$ cat config.mk
export PLATFORM = sky130hd
export DESIGN_NAME = hpu_seq_ctrl_flat
export DESIGN_NICKNAME = d
export VERILOG_FILES = /design/src/rtl/hpu_pkg.sv /design/src/rtl/hpu_seq_ctrl_if.sv /design/src/rtl/hpu_sat_cnt.sv /design/src/rtl/hpu_seq_ctrl.sv /design/src/flat_wrapper.sv
export SDC_FILE = /design/constraint.sdc
export NUM_CORES = 1
export LEC_CHECK = 0
export BUFFER_PORTS_ARGS = -buffer_cell sky130_fd_sc_hd__buf_4
export CAP_MARGIN = 40
export CORE_UTILIZATION = 51
export DETAILED_ROUTE_END_ITERATION = 16
export PLACE_DENSITY = 0.92
export SLEW_MARGIN = 20
export SYNTH_ARGS = -nofsm -noshare
export SYNTH_HDL_FRONTEND = slang
export SYNTH_SLANG_ARGS = --single-unit
$ cat constraint.sdc
create_clock -name AXIS_ACLK -period 2.5 [get_ports AXIS_ACLK]
set_clock_uncertainty 0.05 [all_clocks]
set_input_delay 0.125 -clock AXIS_ACLK [delete_from_list [all_inputs] [get_ports AXIS_ACLK]]
set_output_delay 0.125 -clock AXIS_ACLK [all_outputs]
set_load 0.02 [all_outputs]
$ cat src/rtl/hpu_pkg.sv
// Shared definitions for the HPU run sequencer and the register file that decodes its status.
package hpu_pkg;
   localparam int ADDR_W = 20;
   localparam int ITEM_W = 16;
   localparam int CNT_W  = 32;

   // Encoding is visible to software through the status register.
   typedef enum logic [2:0] {
      ST_IDLE  = 3'd0,
      ST_FILL  = 3'd1,
      ST_RUN   = 3'd2,
      ST_DRAIN = 3'd3,
      ST_DONE  = 3'd4
   } hpu_state_e;
endpackage

$ cat src/rtl/hpu_seq_ctrl_if.sv
// Control/status bundle between the register file, the downstream stream blocks and the sequencer.
interface hpu_seq_ctrl_if
   import hpu_pkg::*;
#(
   parameter int ADDR_W = hpu_pkg::ADDR_W,
   parameter int ITEM_W = hpu_pkg::ITEM_W,
   parameter int CNT_W  = hpu_pkg::CNT_W
);
   logic              start;
   logic              abort;
   logic              done_clr;
   logic [ITEM_W-1:0] cfg_item_num;
   logic              cfg_skip_fill;
   logic [ADDR_W-1:0] cfg_addr_i;
   logic [ADDR_W-1:0] cfg_addr_j;
   logic              s_fin;
   logic              dst_last_hs;

   logic              matw;
   logic              run;
   logic [ITEM_W-1:0] mat_a;
   logic [ADDR_W-1:0] addr_i;
   logic [ADDR_W-1:0] addr_j;
   logic              busy;
   logic              done;
   logic              irq;
   logic [2:0]        state_o;
   logic [CNT_W-1:0]  cycle_cnt;

   modport master (
      output start, abort, done_clr, cfg_item_num, cfg_skip_fill,
             cfg_addr_i, cfg_addr_j, s_fin, dst_last_hs,
      input  matw, run, mat_a, addr_i, addr_j, busy, done, irq,
             state_o, cycle_cnt
   );

   modport slave (
      input  start, abort, done_clr, cfg_item_num, cfg_skip_fill,
             cfg_addr_i, cfg_addr_j, s_fin, dst_last_hs,
      output matw, run, mat_a, addr_i, addr_j, busy, done, irq,
             state_o, cycle_cnt
   );
endinterface

$ cat src/rtl/hpu_sat_cnt.sv
// Clear/enable counter that sticks at all-ones instead of wrapping.
module hpu_sat_cnt
   import hpu_pkg::*;
#(
   parameter int W = hpu_pkg::CNT_W
) (
   input  logic         clk_i,
   input  logic         rst_ni,
   input  logic         clr_i,
   input  logic         en_i,
   output logic [W-1:0] cnt_o
);
   logic [W-1:0] cnt_q;

   always_ff @(posedge clk_i) begin
      if (!rst_ni) begin
         cnt_q <= '0;
      end else if (clr_i) begin
         cnt_q <= '0;
      end else if (en_i && (cnt_q != {W{1'b1}})) begin
         cnt_q <= cnt_q + W'(1);
      end
   end

   assign cnt_o = cnt_q;
endmodule

$ cat src/rtl/hpu_seq_ctrl.sv
// Run sequencer: fills item memory, runs the stream phase until the last output beat, then flags completion.
module hpu_seq_ctrl
   import hpu_pkg::*;
#(
   parameter int ADDR_W = hpu_pkg::ADDR_W,
   parameter int ITEM_W = hpu_pkg::ITEM_W,
   parameter int CNT_W  = hpu_pkg::CNT_W
) (
   input  logic         AXIS_ACLK,
   input  logic         AXIS_ARESETN,
   hpu_seq_ctrl_if.slave seq_if
);
   hpu_state_e        state_q, state_d;
   logic [ITEM_W-1:0] mat_a_q, mat_a_d;
   logic [ITEM_W-1:0] item_last_q;
   logic [ADDR_W-1:0] addr_i_q, addr_j_q;
   logic              matw_q, run_q, irq_q, done_q;
   logic              start_ok;
   logic              abort_ok;
   logic              cnt_en;

   assign start_ok = seq_if.start & ~seq_if.abort & (state_q == ST_IDLE);
   assign abort_ok = seq_if.abort & (state_q != ST_IDLE);

   always_comb begin
      state_d = state_q;
      mat_a_d = mat_a_q;
      unique case (state_q)
         ST_IDLE: begin
            mat_a_d = '0;
            if (start_ok) begin
               state_d = (seq_if.cfg_skip_fill || (seq_if.cfg_item_num == '0)) ? ST_RUN : ST_FILL;
            end
         end
         ST_FILL: begin
            if (mat_a_q == item_last_q) begin
               state_d = ST_RUN;
               mat_a_d = '0;
            end else begin
               mat_a_d = mat_a_q + ITEM_W'(1);
            end
         end
         ST_RUN: begin
            // Last beat may already be on the bus when exe_ctrl finishes.
            if (seq_if.s_fin) begin
               state_d = seq_if.dst_last_hs ? ST_DONE : ST_DRAIN;
            end
         end
         ST_DRAIN: begin
            if (seq_if.dst_last_hs) begin
               state_d = ST_DONE;
            end
         end
         ST_DONE:  state_d = ST_IDLE;
         default:  state_d = ST_IDLE;
      endcase
      if (abort_ok) begin
         state_d = ST_IDLE;
         mat_a_d = '0;
      end
   end

   always_ff @(posedge AXIS_ACLK) begin
      if (!AXIS_ARESETN) begin
         state_q     <= ST_IDLE;
         mat_a_q     <= '0;
         item_last_q <= '0;
         addr_i_q    <= '0;
         addr_j_q    <= '0;
         matw_q      <= 1'b0;
         run_q       <= 1'b0;
         irq_q       <= 1'b0;
         done_q      <= 1'b0;
      end else begin
         state_q <= state_d;
         mat_a_q <= mat_a_d;
         matw_q  <= (state_d == ST_FILL);
         run_q   <= (state_d == ST_RUN) || (state_d == ST_DRAIN);
         irq_q   <= (state_d == ST_DONE);
         if (start_ok) begin
            addr_i_q    <= seq_if.cfg_addr_i;
            addr_j_q    <= seq_if.cfg_addr_j;
            item_last_q <= seq_if.cfg_item_num - ITEM_W'(1);
         end
         // Setting done wins over a simultaneous clear request.
         if (start_ok) begin
            done_q <= 1'b0;
         end else if ((state_q == ST_DONE) && !seq_if.abort) begin
            done_q <= 1'b1;
         end else if (seq_if.done_clr) begin
            done_q <= 1'b0;
         end
      end
   end

   assign cnt_en = (state_q == ST_FILL) || (state_q == ST_RUN) || (state_q == ST_DRAIN);

   hpu_sat_cnt #(
      .W (CNT_W)
   ) u_cycle_cnt (
      .clk_i  (AXIS_ACLK),
      .rst_ni (AXIS_ARESETN),
      .clr_i  (start_ok),
      .en_i   (cnt_en),
      .cnt_o  (seq_if.cycle_cnt)
   );

   assign seq_if.matw    = matw_q;
   assign seq_if.run     = run_q;
   assign seq_if.mat_a   = mat_a_q;
   assign seq_if.addr_i  = addr_i_q;
   assign seq_if.addr_j  = addr_j_q;
   assign seq_if.busy    = (state_q != ST_IDLE);
   assign seq_if.done    = done_q;
   assign seq_if.irq     = irq_q;
   assign seq_if.state_o = state_q;
endmodule

$ cat src/flat_wrapper.sv
// flat-port wrapper written by rule: the top's interface ports become plain ports
module hpu_seq_ctrl_flat import hpu_pkg::*;
#(
   parameter int ADDR_W = hpu_pkg::ADDR_W,
   parameter int ITEM_W = hpu_pkg::ITEM_W,
   parameter int CNT_W  = hpu_pkg::CNT_W
)
  (AXIS_ACLK, AXIS_ARESETN, seq_if_start, seq_if_abort, seq_if_done_clr, seq_if_cfg_item_num, seq_if_cfg_skip_fill, seq_if_cfg_addr_i, seq_if_cfg_addr_j, seq_if_s_fin, seq_if_dst_last_hs, seq_if_matw, seq_if_run, seq_if_mat_a, seq_if_addr_i, seq_if_addr_j, seq_if_busy, seq_if_done, seq_if_irq, seq_if_state_o, seq_if_cycle_cnt);
  hpu_seq_ctrl_if #(.ADDR_W(ADDR_W), .ITEM_W(ITEM_W), .CNT_W(CNT_W)) seq_if_i ();
  input  logic AXIS_ACLK;
  input  logic AXIS_ARESETN;
  input wire logic [$bits(seq_if_i.start)-1:0] seq_if_start;
  input wire logic [$bits(seq_if_i.abort)-1:0] seq_if_abort;
  input wire logic [$bits(seq_if_i.done_clr)-1:0] seq_if_done_clr;
  input wire logic [$bits(seq_if_i.cfg_item_num)-1:0] seq_if_cfg_item_num;
  input wire logic [$bits(seq_if_i.cfg_skip_fill)-1:0] seq_if_cfg_skip_fill;
  input wire logic [$bits(seq_if_i.cfg_addr_i)-1:0] seq_if_cfg_addr_i;
  input wire logic [$bits(seq_if_i.cfg_addr_j)-1:0] seq_if_cfg_addr_j;
  input wire logic [$bits(seq_if_i.s_fin)-1:0] seq_if_s_fin;
  input wire logic [$bits(seq_if_i.dst_last_hs)-1:0] seq_if_dst_last_hs;
  output wire logic [$bits(seq_if_i.matw)-1:0] seq_if_matw;
  output wire logic [$bits(seq_if_i.run)-1:0] seq_if_run;
  output wire logic [$bits(seq_if_i.mat_a)-1:0] seq_if_mat_a;
  output wire logic [$bits(seq_if_i.addr_i)-1:0] seq_if_addr_i;
  output wire logic [$bits(seq_if_i.addr_j)-1:0] seq_if_addr_j;
  output wire logic [$bits(seq_if_i.busy)-1:0] seq_if_busy;
  output wire logic [$bits(seq_if_i.done)-1:0] seq_if_done;
  output wire logic [$bits(seq_if_i.irq)-1:0] seq_if_irq;
  output wire logic [$bits(seq_if_i.state_o)-1:0] seq_if_state_o;
  output wire logic [$bits(seq_if_i.cycle_cnt)-1:0] seq_if_cycle_cnt;
  assign seq_if_i.start = seq_if_start;
  assign seq_if_i.abort = seq_if_abort;
  assign seq_if_i.done_clr = seq_if_done_clr;
  assign seq_if_i.cfg_item_num = seq_if_cfg_item_num;
  assign seq_if_i.cfg_skip_fill = seq_if_cfg_skip_fill;
  assign seq_if_i.cfg_addr_i = seq_if_cfg_addr_i;
  assign seq_if_i.cfg_addr_j = seq_if_cfg_addr_j;
  assign seq_if_i.s_fin = seq_if_s_fin;
  assign seq_if_i.dst_last_hs = seq_if_dst_last_hs;
  assign seq_if_matw = seq_if_i.matw;
  assign seq_if_run = seq_if_i.run;
  assign seq_if_mat_a = seq_if_i.mat_a;
  assign seq_if_addr_i = seq_if_i.addr_i;
  assign seq_if_addr_j = seq_if_i.addr_j;
  assign seq_if_busy = seq_if_i.busy;
  assign seq_if_done = seq_if_i.done;
  assign seq_if_irq = seq_if_i.irq;
  assign seq_if_state_o = seq_if_i.state_o;
  assign seq_if_cycle_cnt = seq_if_i.cycle_cnt;
  hpu_seq_ctrl #(.ADDR_W(ADDR_W), .ITEM_W(ITEM_W), .CNT_W(CNT_W)) u_core (.AXIS_ACLK(AXIS_ACLK), .AXIS_ARESETN(AXIS_ARESETN), .seq_if(seq_if_i));
endmodule
==> impl_results.md <==
* Status: complete, no violations
* Mean post-synth cell area at 8.15 sq um
* Largest net degree at the start of global routing at 74
* Max transition margin at 52.1%
* Vias after detailed routing at 5,678
* Post-synth top area cell: dfxtp_1
* Final nets at 886
* # IOs at 160
* Setup TNS at 0 ps
* Crit path top cell by count: nor2_1
* CP max stage delay at 700 ps
* Worst reg2reg path endpoint: u_core.u_cycle_cnt.cnt_o[8]$_SDFFE_PP0P_
* Top FF cell, synth: dfxtp_1
* Async set or reset register ratio after synthesis at 0%
* DIE WIDTH at 102 um
* Total wire length at 15,900 um
* Hold_sp: seq_if_cfg_item_num[8]
* Worst R2R Setup Slack at roughly 300 ps
* Area contributors post-synth: dfxtp_1, nand2_1, a21oi_1
* Crit share post-route at approximately 88%
* Vias in the first global route at 5,507
* RR Startpoint: u_core.seq_if.state_o[0]$_SDFF_PN0_
* Area grow syn2layout at 38.5%
* Max clock buf depth at 2
* Register-to-Register Path Depth at 5
* Register area share after synthesis at between 40% and 50%
* Worst hold path class: in2reg
* Syn nets at 698
* Detailed Place HPWL at between 10,000 and 15,000 um
* Final Non-Filler Cells at 955
* Worst EP required at between 2000 and 3000 ps
* CP max FO at 14
* Iteration-0 DRC count of the detailed router at 340
* Initial core utilization at 52.5%
* Min cycle time layout at 2200 ps
* TritonCTS clock tree: built
* Worst Hold Depth at 4
* Final GP Congestion at 0.891
* Core box area at 9770 sq um
* CTS Buf Count at 9
* Peak supply drop at between 0.0003 and 0.0004 V
* Fin. Hold Viols at 0
* Cells after Synth at 630
* PD cells at 515 nW/um^2
* # rows at 36
* Antenna violations before repair at 0
* Avg WL per Cell at approximately 17 um
* Die area at 10,500 sq um
* Endpoint with the worst hold slack: u_core.item_last_q[8]$_SDFFE_PN0P_
* DP Cell Count at approximately 900
* Area share of the largest cell type after synthesis at between 40 and 50%
* Startpoint Class: flop
* Max cap viols at 0
* Synth cell types at 55
* Max Slew Vio Count at 0
* RSZ-0062 raised after global routing: false
* DIE HEIGHT at between 100 and 150 um
* Grt ovf at 0
* Slowest-stage cell, CP: or4_2
* Cell chain of the critical path: nor2_1 > nor2_1 > nand2_1 > or4_2 > a21oi_1
* Ys Warns at 0
* ANT cells at 0
* Port Buf Inserts at 159
* Post-synthesis cell area at roughly 5100 sq um
* Share of cells above drive strength 1 at a little under a quarter
* Worst-Skew Late Latency at 370 ps
* #FFs+latches synth at 111
* Total power at 3.66 mW
* Clk sinks at 111
* Wire length of the first global-routing pass at 25,300 um
* CTS clock-pin slew for the worst setup and hold paths at 100 ps
* Crit path capture type: flop
* Slew @ Worst Pin at 712 ps
* Leak pwr at between 2 and 3 nW
* EDFF count, synth at 0
* Clk root buf: clkbuf_8
* Final setup viols at 0
* CTS H-tree depth at 3
* Setup repair bufs after CTS at 0
* DR DRC count at 0
* Vias/cell at between 5 and 6
* Fmax at between 0.4 and 0.5 GHz
* Tot GR Track Use at 30.3%
* First-pass DRT Iterations at 5
* WS Path Type: reg2reg
* Critical Path AT at between 2000 and 2500 ps
* Antenna-violating nets left at 0
==> synthesized netlist by cell type, types with 2 or more instances <==
library cell	number
a211oi_1	11
a21oi_1	72
a22oi_1	11
a31oi_1	6
a32oi_1	2
and2_1	4
and3_1	17
and4_1	5
buf_2	3
clkbuf_1	32
dfxtp_1	111
ha_1	4
inv_1	9
mux2i_1	2
nand2_1	113
nand2b_1	2
nand3_1	22
nand4_1	16
nor2_1	30
nor2b_1	4
nor3_1	8
nor3b_1	2
nor4_1	8
o211a_1	2
o211ai_1	3
o21ai_0	23
o21ai_1	4
o311a_1	2
o31ai_1	14
o41ai_1	2
or3_1	21
or3_2	2
or4_1	12
xnor2_1	4
xor2_1	27
==> stage by stage <==
stage                     utilization (%)  area (sq um)  hold WS, ps  setup slack [ps]
after floorplan                         -          5130          171               465
after global placement               65.9          6440          288               492
after detailed placement             65.9          6440          330               364
after CTS                            72.7          7110         17.5               192
after global routing                 72.8          7110         31.7              85.9
final                                72.8          7110         36.8               299
==> flip-flops by register name (all words and copies together), names as in the netlist <==
signal                    count
u_core.u_cycle_cnt.cnt_o     32
u_core.seq_if.addr_i         20
u_core.seq_if.addr_j         20
u_core.item_last_q           16
u_core.seq_if.mat_a          16
u_core.seq_if.state_o         3
u_core.seq_if.done            1
u_core.seq_if.irq             1
u_core.seq_if.matw            1
u_core.seq_if.run             1
==> repair_timing <==
item	CTS	global route
hold endpoints to repair	45	0
resized for setup	0	1
endpoints found under the setup margin	0	1
hold buffers	44	0
==> routing by layer <==
layer	routed length (um)	GRT usage, %	vias up
met5	0	0	-
met4	652	16.9	0
met3	1250	5.75	69
met2	7690	51.6	323
met1	6270	36.0	2632
li1	-	-	2654
==> critical path: cells and delay by family (launching register included) <==
family | cells | cell delay (ps)
AO/OA/AOI/OAI | 1 | 150
flip-flops | 1 | 520
AND/OR/NAND/NOR | 4 | 1430
==> how the worst max path moves through the flow <==
stage	from	endpoint	slack, ps	depth (start not counted)
5_1_grt	u_core.seq_if.state_o[0]$_SDFF_PN0_	u_core.u_cycle_cnt.cnt_o[8]$_SDFFE_PP0P_	90	5
3_3_place_gp	u_core.u_cycle_cnt.cnt_o[4]$_SDFFE_PP0P_	u_core.u_cycle_cnt.cnt_o[31]$_SDFFE_PP0P_	490	5
4_1_cts	seq_if_cfg_item_num[0]	u_core.item_last_q[14]$_SDFFE_PN0P_	190	9
2_1_floorplan	u_core.u_cycle_cnt.cnt_o[4]$_SDFFE_PP0P_	u_core.u_cycle_cnt.cnt_o[21]$_SDFFE_PP0P_	460	5
3_5_place_dp	seq_if_cfg_item_num[0]	u_core.item_last_q[14]$_SDFFE_PN0P_	360	8
6_report	u_core.seq_if.state_o[0]$_SDFF_PN0_	u_core.u_cycle_cnt.cnt_o[8]$_SDFFE_PP0P_	300	5
==> cells in the final DEF, fill, tap and decap left out, drive strengths merged, types with 5 or more instances in the layout <==
| master | count |
|---|---|
| a211oi | 12 |
| a21oi | 72 |
| a22oi | 11 |
| a31oi | 6 |
| and3 | 17 |
| and4 | 5 |
| buf | 169 |
| clkbuf | 12 |
| dfxtp | 111 |
| dlygate4sd3 | 44 |
| inv | 8 |
| nand2 | 113 |
| nand3 | 22 |
| nand4 | 17 |
| nor2 | 30 |
| nor3 | 8 |
| nor4 | 9 |
| o21ai | 27 |
| o31ai | 15 |
| or3 | 23 |
| or4 | 13 |
| xor2 | 27 |
==> logic make-up after synthesis <==
group,count (synthesis),synth area share (%)
compound gates,160,19.1
xor+xnor,31,5.29
fa+ha+maj,4,0.975
buf+inv,45,3.51
flops,111,43.3
mux,2,0.390
simple gates,277,27.4
==> area by class of cell <==
type / instances / area, sq um
clock buffers: 12 / 165
fillers: 683 / 2660
flip-flops and latches: 111 / 2220
inverters: 9 / 33.8
repair buffers: 213 / 1720
multi-input cells: 474 / 2740
clock inverters: 3 / 65.1
well taps: 133 / 166
==> power by group <==
part | switching [mW] | internal, mW
Combinational | 0.299 | 0.250
Sequential | 0.0493 | 1.83
Clock | 0.594 | 0.641
Total | 0.943 | 2.72
No activity file was read; power rests on OpenSTA's default activity.
